File: src/rtl/fifo_wr_arbiter.sv
// -----------------------------------------------------------------------------
// fifo_wr_arbiter
//
// Purpose:
//   Packet-aware round-robin arbiter that shares one async-FIFO write port
//   among NREQ requesters in the wclk domain. A requester that wins keeps the
//   port until it transfers a word flagged last. Grants are zero-latency: the
//   word offered by the winner is written in the same cycle it is granted.
//   Nothing is written while wfull is high.
//
// Ports:
//   wclk        in   write-domain clock
//   wrst        in   asynchronous active-low reset
//   req         in   per-requester valid
//   req_data    in   requester i word at [i*DW +: DW]
//   req_last    in   final word of the requester's packet
//   gnt         out  one-hot ready (transfer when req[i] & gnt[i])
//   wfull       in   FIFO full flag (registered, wclk domain)
//   winc        out  FIFO write enable
//   wdata       out  FIFO write data
//   locked      out  a packet is in progress
//   owner       out  index of current or last owner
//   stat_words  out  accepted-word counter (saturating)
//   stat_stall  out  cycles an eligible request was blocked by wfull
//
// Optional feature:
//   FIFO_WR_ARB_STATS_EN - when defined, stat_words/stat_stall are live
//   16-bit saturating counters; otherwise both ports are tied to zero.
// -----------------------------------------------------------------------------
module fifo_wr_arbiter #(
  parameter int NREQ = 4,
  parameter int DW   = 8,
  parameter int IDW  = 2
) (
  input  logic              wclk,
  input  logic              wrst,
  input  logic [NREQ-1:0]    req,
  input  logic [NREQ*DW-1:0] req_data,
  input  logic [NREQ-1:0]    req_last,
  output logic [NREQ-1:0]    gnt,
  input  logic              wfull,
  output logic              winc,
  output logic [DW-1:0]      wdata,
  output logic              locked,
  output logic [IDW-1:0]     owner,
  output logic [15:0]        stat_words,
  output logic [15:0]        stat_stall
);

  typedef enum logic {ARB, LOCK} state_e;

  state_e         state_q, state_d;
  logic [IDW-1:0] rr_ptr_q, rr_ptr_d;
  logic [IDW-1:0] owner_q, owner_d;
  logic           locked_q, locked_d;

  logic           win_found;
  logic [IDW-1:0] win_idx;
  logic [IDW-1:0] cand;
  logic [IDW-1:0] sel_idx;
  logic           sel_req;
  logic           sel_last;
  int             idx;

  // Successor of a requester index, wrapping at NREQ-1 so the pointer never
  // holds a value outside 0..NREQ-1 even when NREQ is not a power of two.
  function automatic logic [IDW-1:0] next_idx(input logic [IDW-1:0] i);
    if (i == IDW'(NREQ - 1)) return '0;
    return i + 1'b1;
  endfunction

  // Round-robin scan starting at rr_ptr; modulo done in integer space so the
  // wrap is correct for any NREQ.
  always_comb begin
    win_found = 1'b0;
    win_idx   = '0;
    cand      = '0;
    idx       = 0;
    for (int k = 0; k < NREQ; k++) begin
      idx = int'(rr_ptr_q) + k;
      if (idx >= NREQ) idx = idx - NREQ;
      cand = IDW'(idx);
      if (!win_found && req[cand]) begin
        win_found = 1'b1;
        win_idx   = cand;
      end
    end
  end

  // Port selected for this cycle: the locked owner, or the scan winner.
  always_comb begin
    sel_idx  = (state_q == LOCK) ? owner_q : win_idx;
    sel_req  = 1'b0;
    sel_last = 1'b0;
    wdata    = '0;
    for (int i = 0; i < NREQ; i++) begin
      if (sel_idx == IDW'(i)) begin
        sel_req  = req[i];
        sel_last = req_last[i];
        wdata    = req_data[i*DW +: DW];
      end
    end
  end

  // Grant/write decode; wfull masks everything so no word is ever dropped.
  always_comb begin
    gnt  = '0;
    winc = 1'b0;
    if (!wfull) begin
      if (state_q == LOCK) begin
        gnt  = NREQ'(1) << owner_q;
        winc = sel_req;
      end else if (win_found) begin
        gnt  = NREQ'(1) << win_idx;
        winc = 1'b1;
      end
    end
  end

  // Next-state: rr_ptr only moves when a packet completes.
  always_comb begin
    state_d  = state_q;
    rr_ptr_d = rr_ptr_q;
    owner_d  = owner_q;
    locked_d = locked_q;
    if (state_q == ARB) begin
      if (winc) begin
        owner_d = win_idx;
        if (sel_last) begin
          rr_ptr_d = next_idx(win_idx);
        end else begin
          state_d  = LOCK;
          locked_d = 1'b1;
        end
      end
    end else begin
      if (winc && sel_last) begin
        state_d  = ARB;
        locked_d = 1'b0;
        rr_ptr_d = next_idx(owner_q);
      end
    end
  end

  always_ff @(posedge wclk or negedge wrst) begin
    if (!wrst) begin
      state_q  <= ARB;
      rr_ptr_q <= '0;
      owner_q  <= '0;
      locked_q <= 1'b0;
    end else begin
      state_q  <= state_d;
      rr_ptr_q <= rr_ptr_d;
      owner_q  <= owner_d;
      locked_q <= locked_d;
    end
  end

  assign locked = locked_q;
  assign owner  = owner_q;

`ifdef FIFO_WR_ARB_STATS_EN
  logic [15:0] words_q, words_d;
  logic [15:0] stall_q, stall_d;
  logic        stall_cond;

  // Only a request that could actually be served counts as stalled: any
  // request while arbitrating, but only the owner's while locked.
  always_comb begin
    stall_cond = wfull & ((state_q == LOCK) ? sel_req : (|req));
    words_d    = words_q;
    stall_d    = stall_q;
    if (winc && (words_q != 16'hFFFF))       words_d = words_q + 16'd1;
    if (stall_cond && (stall_q != 16'hFFFF)) stall_d = stall_q + 16'd1;
  end

  always_ff @(posedge wclk or negedge wrst) begin
    if (!wrst) begin
      words_q <= '0;
      stall_q <= '0;
    end else begin
      words_q <= words_d;
      stall_q <= stall_d;
    end
  end

  assign stat_words = words_q;
  assign stat_stall = stall_q;
`else
  assign stat_words = 16'd0;
  assign stat_stall = 16'd0;
`endif

endmodule

File: config.mk
export PLATFORM = sky130hd
export DESIGN_NAME = fifo_wr_arbiter
export DESIGN_NICKNAME = d
export VERILOG_FILES = /design/src/rtl/fifo_wr_arbiter.sv
export SDC_FILE = /design/constraint.sdc
export NUM_CORES = 1
export LEC_CHECK = 0
export BUFFER_PORTS_ARGS = -buffer_cell sky130_fd_sc_hd__buf_4
export CAP_MARGIN = 30
export CORE_ASPECT_RATIO = 1.5
export CORE_MARGIN = 4
export CORE_UTILIZATION = 37
export CTS_CLUSTER_DIAMETER = 200
export DETAILED_ROUTE_END_ITERATION = 6
export GPL_TIMING_DRIVEN = 0
export PLACE_DENSITY = 0.83
export SLEW_MARGIN = 10
export SYNTH_ARGS = -nofsm -noshare
export SYNTH_HDL_FRONTEND = slang
export SYNTH_SLANG_ARGS = --single-unit
File: constraint.sdc
create_clock -name wclk -period 2.5 [get_ports wclk]
set_input_delay 0.5 -clock wclk [delete_from_list [all_inputs] [get_ports wclk]]
set_output_delay 0.5 -clock wclk [all_outputs]
set_load 0.03 [all_outputs]
==> results of run 1 <==
## final cells by class
cell class,count,area (um^2)
flip-flops and latches,6,151
plain buffers,38,312
inverters,7,26.3
clock buffers,3,41.3
well taps,40,50.0
fillers,229,842
repair buffers,76,656
multi-input cells,130,1140
## critical path, cell delays in order
cell and delay, ns:
buf_8 0.10, and2b_2 0.19, a2111o_1 0.46, nand3_4 0.11, buf_12 0.13, mux2_4 0.31
nor2_4 0.10, a21oi_2 0.06, buf_6 0.14
## report_power, final
part           total [W]  switching, W  internal, W  leakage [nW]
logic            0.00267       0.00137      0.00130          1.13
clock network   0.000144     0.0000410     0.000103        0.0216
registers       0.000202     0.0000557     0.000146        0.0673
total            0.00302       0.00147      0.00155          1.21
## through the flow
stage / total power [W] / cell area [um^2] / TNS [ns] / worst slack [ns] / util, %
5_1_grt: 0.00319 / 2380 / -1.22 / -0.149 / 73.9
6_report: 0.00302 / 2380 / -0.583 / -0.108 / 73.9
4_1_cts: 0.00275 / 2220 / -0.330 / -0.0518 / 69.0
3_3_place_gp: 0.00201 / 1870 / -1.69 / -0.316 / 58.1
3_5_place_dp: 0.00205 / 1870 / -2.10 / -0.333 / 58.1
2_1_floorplan: 0.00154 / 1390 / -0.180 / -0.0450 / -
## cell usage in the layout, fill, tap and decap left out, types with 2 or more instances in the layout
master / instances
inv_1: 5
nand2_1: 5
o31ai_1: 3
mux2_4: 8
inv_2: 2
buf_8: 4
buf_12: 2
mux2i_1: 8
buf_6: 12
dfrtp_1: 5
conb_1: 32
ha_1: 8
a211oi_2: 2
a21oi_2: 9
buf_4: 93
clkbuf_8: 3
nor2_4: 8
mux2i_4: 3
a21oi_1: 2
nor2_1: 7
mux2i_2: 3
a211oi_1: 2
nand4_1: 2
## repair_timing
item	CTS	global route
resized for setup	50	25
cloned	0	0
endpoints found under the setup margin	13	13
buffers inserted	12	6
pin swaps	8	12
## final timing paths
check / cells after the start / endpoint / slack, ns
worst min-delay path: 1 / asynchronous set/reset pin / 0.08
max in group asynchronous: 1 / owner[0] / 2.30
worst min register to register: 1 / locked / 0.51
worst max register to register: 8 / rr_ptr_q[0] / 0.29
worst max-delay path: 9 / wdata[6] / -0.11
min in group wclk: 1 / locked / 0.51
## per-layer routing
metal,GRT usage [%],vias to the layer above
li1,-,694
met1,16.9,634
met2,35.3,78
met3,4.23,8
met4,6.81,0
met5,0,-
## cells by family after synthesis
family	after synthesis	synth area share, %
buffers and inverters	45	24.9
other	1	0.299
multiplexers	24	21.4
flip-flops	6	12.0
adder cells (fa/ha/maj)	8	7.98
AND/OR/NAND/NOR	35	14.5
AO/OA/AOI/OAI	31	19.0
==> results_dict.tcl, run 1 <==
set metrics [dict create \
    min_period_ns 2.61 \
    clock_latency_ns 0.22 \
    place_inst 279 \
    route.met2.wl_um 2260 \
    gp_routability_congestion 0.804 \
    initial_utilization_pct 38.9 \
    clkTransAtPathRegs_ns 0.04 \
    detail_route.first_pass.iterations 4 \
    hold_ws_ns 0.0752 \
    fin_nets 313 \
    worstPathMaxFanout 5 \
    critPathKind "input pin to output pin" \
    yosys_warnings 0 \
    clock_sinks 6 \
    io_pins 91 \
    vdd_drop_max_uv 1070 \
    synthTopCellsByCount "buf_4, nor2_1, mux2i_1" \
    h-tree-depth 1 \
    cp-start-kind "input pin" \
    dieArea_um2 4400 \
    die_h_um 79.3 \
    worst_pin_slew_ns 0.608 \
    rsz0062_at_grt "true" \
    endpoint_kind "output pin" \
    syn_avg_cell_area_um2 8.36 \
    fmax_mhz 383 \
    cts_tree "yes" \
    max-cap-violations 0 \
    async_flop_share_pct 100 \
    cts-root-buf "clkbuf_8" \
    grt_pass1_vias 1475 \
    dr.first_iter.drc_count 13 \
    critPathLaunch "req[2]" \
    ys_ff_latch 6 \
    leakagePower_nw 1.21 \
    std_cell_rows 25 \
    hold_viol_final 0 \
    setup_slack_ns -0.108 \
    met3_length_um 408 \
    yosysMostFrequentCell "buf_4" \
    synth_area_leaders "buf_4, dfrtp_1, mux2i_1, ha_1, mux2_2" \
    finalCritPeriodShare_pct 104 \
    die_w_um 55.5 \
    dominantRegCellSynth "dfrtp_1" \
    yosys.area.top_type "buf_4" \
    ys_seq_area_share_pct 12.0 \
    vias 1414 \
    drc 0 \
    synthesis.instances 150 \
    grt_max_degree 11 \
    overflow 0 \
    finalClockSkew_ns 0.00246 \
    reg2reg_from "rr_ptr_q[1]" \
    antenna_found_initial 0 \
    yosysTopAreaCellShare_pct 19.8 \
    layoutNonFillerInstCount 300 \
    drive_above_1_share_pct 63.1 \
    crit_arrival_ns 2.11 \
    holdBufCountCts 0 \
    viasPerCell 4.71 \
    min_path_type "input pin to asynchronous set/reset pin" \
    postRouteAntennaNets 0 \
    crit_required_ns 2.00 \
    cts_buffer_depth 2 \
    core_area_um2 3220 \
    track_usage_pct 17.7 \
    violations "negative setup slack" \
    maxSlewViolCount 0 \
    highest_layer "met4" \
    status "finished with violations" \
    dp_hpwl_um 3040 \
    areaGrowthSynthToFinish_pct 89.8 \
    port-buffer-count 58 \
    ys_types 43 \
    wl_per_cell_um 13.8 \
    synth_edf_count 0 \
    wl_um 4140 \
    syn_area_um2 1250 \
    diodes 0 \
    slew_headroom_pct 59.5 \
    grt_pass1_wl_um 6340 \
    wl_met1_um 1390 \
    p_per_area_nw_per_um2 1270 \
    numCtsBuffers 3 \
    setup_viol 8 \
]
(Power assumes the default switching activity.)
==> run 2, diff against run 1 <==
--- a/config.mk
+++ b/config.mk
@@ -9,11 +9,12 @@
 export CAP_MARGIN = 30
 export CORE_ASPECT_RATIO = 1.5
 export CORE_MARGIN = 4
-export CORE_UTILIZATION = 37
+export CORE_UTILIZATION = 38
+export CTS_BUF_LIST = sky130_fd_sc_hd__clkbuf_8
 export CTS_CLUSTER_DIAMETER = 200
 export DETAILED_ROUTE_END_ITERATION = 6
 export GPL_TIMING_DRIVEN = 0
-export PLACE_DENSITY = 0.83
+export PLACE_DENSITY = 0.85
 export SLEW_MARGIN = 10
 export SYNTH_ARGS = -nofsm -noshare
 export SYNTH_HDL_FRONTEND = slang
==> results_dict.tcl, run 2 (synthesis results as in run 1) <==
set metrics [dict create \
    die_h_um 78.3 \
    hold_viol_final 0 \
    setup_slack_ns -0.118 \
    cts_buffer_depth 2 \
    h-tree-depth 1 \
    max-cap-violations 0 \
    stdcell_area_um2 2340 \
    postRouteAntennaNets 0 \
    grt_pass1_vias 1549 \
    die_w_um 54.9 \
    slowest_delay_ns 0.46 \
    min_path_type "input pin to asynchronous set/reset pin" \
    cp-start-kind "input pin" \
    critPathLaunch "req[2]" \
    dp_hpwl_um 3180 \
    path_cells "buf_8, and2b_2, a2111o_1, nand3_4, buf_6, mux2_4, nor2_2, a21oi_2, buf_6" \
    wl_per_cell_um 14.6 \
    mostFrequentLayoutCells "buf_4, conb_1, buf_6" \
    fin_nets 317 \
    cts-root-buf "clkbuf_8" \
    detail_route.first_pass.iterations 4 \
    violations "negative setup slack" \
    worst_pin_slew_ns 0.642 \
    wl_um 4440 \
    p_per_area_nw_per_um2 1250 \
    vdd_drop_max_uv 858 \
    clock_latency_ns 0.23 \
    total_power_w 0.00293 \
    status "finished with violations" \
    critPathKind "input pin to output pin" \
    overflow 0 \
    reg2reg_from "rr_ptr_q[1]" \
    dr.first_iter.drc_count 23 \
    grt_pass1_wl_um 6790 \
    finalClockSkew_ns 0.00792 \
    worstPathMaxFanout 5 \
    initial_utilization_pct 39.7 \
    clock_sinks 6 \
    gp_routability_congestion 0.860 \
    slew_headroom_pct 57.2 \
    path_delay_family "compound AO/OA/AOI/OAI gates" \
    viasPerCell 4.82 \
    fmax_mhz 382 \
    dieArea_um2 4300 \
    grt_max_degree 11 \
    crit_arrival_ns 2.12 \
    core_area_um2 3160 \
    fillCellCount 231 \
    fin_setup_tns_ns -0.764 \
    endpoint_kind "output pin" \
    port-buffer-count 58 \
    multi_input_area_um2 1080 \
    diodes 0 \
    io_pins 91 \
    min_period_ns 2.62 \
    setup_viol 8 \
    maxSlewViolCount 0 \
    crit_top_cell "buf_6" \
    pre_cts_ws_ns -0.346 \
    path_buf_inv 3 \
    drive_above_1_share_pct 62.1 \
    leakagePower_nw 1.22 \
    numCtsBuffers 3 \
    std_cell_rows 25 \
    finalCritPeriodShare_pct 105 \
    antenna_found_initial 0 \
    rsz0062_at_grt "true" \
    cts_tree "yes" \
    clkTransAtPathRegs_ns 0.04 \
    areaGrowthSynthToFinish_pct 86.4 \
    final_common_cell "buf_4" \
    seqCellArea_um2 151 \
    crit_required_ns 2.00 \
    placed_cell_area_um2 1870 \
    track_usage_pct 21.3 \
    crit_path_top_delay_cell "a2111o_1" \
    vias 1464 \
    drc 0 \
]
run 2: cell types whose count changed in the layout (fill, tap and decap cells not counted), moves of 3 or more:
cell	previous run	this run
nor2_4	8	2
mux2_2	0	3
buf_4	93	100
nor2_2	1	6
mux2_4	8	5
a21oi_1	2	5
run 2: layout make-up:
| type | count | area share, % |
|---|---|---|
| plain buffers | 38 | 13.3 |
| clock buffers | 3 | 1.77 |
| inverters | 7 | 1.12 |
| multi-input cells | 130 | 46.3 |
| flip-flops and latches | 6 | 6.48 |
| well taps | 40 | 2.14 |
| repair buffers | 80 | 28.9 |
run 2: final timing paths:
| check | endpoint | slack, ns | cells after the start |
|---|---|---|---|
| max | wdata[2] | -0.12 | 9 |
| max in group asynchronous | owner[0] | 2.29 | 1 |
| max reg2reg | rr_ptr_q[0] | 0.29 | 8 |
| min reg2reg | locked | 0.53 | 1 |
| min | rr_ptr_q[1] | 0.07 | 1 |
| min in group wclk | locked | 0.53 | 1 |
run 2: layer usage:
metal | vias up | GRT usage, % | wire (um)
met4 | 0 | 10.5 | 155
met5 | - | 0 | 0
met1 | 657 | 19.0 | 1370
met3 | 15 | 7.02 | 470
met2 | 93 | 39.6 | 2440
li1 | 699 | - | -
run 2: metrics by stage:
stage               hold WS, ns  utilization, %  std cells
floorplan                 0.204               -        181
global placement          0.310            59.2        279
detailed placement        0.314            59.2        279
CTS                      0.0752            69.0        295
global route             0.0795            74.0        304
finish                   0.0723            74.0        304
run 2: timing repair:
| action | in CTS | in global routing |
|---|---|---|
| endpoints found under the setup margin | 13 | 13 |
| resized for setup | 40 | 17 |
| gates cloned | 0 | 1 |
| hold buffers | 0 | 0 |
| buffers inserted | 13 | 8 |
| pin swaps | 7 | 7 |
run 2: power breakdown:
part | switching (W) | total (W) | internal [W]
Clock | 0.0000447 | 0.000148 | 0.000104
Sequential | 0.0000557 | 0.000202 | 0.000146
Combinational | 0.00132 | 0.00258 | 0.00126
Total | 0.00142 | 0.00293 | 0.00151
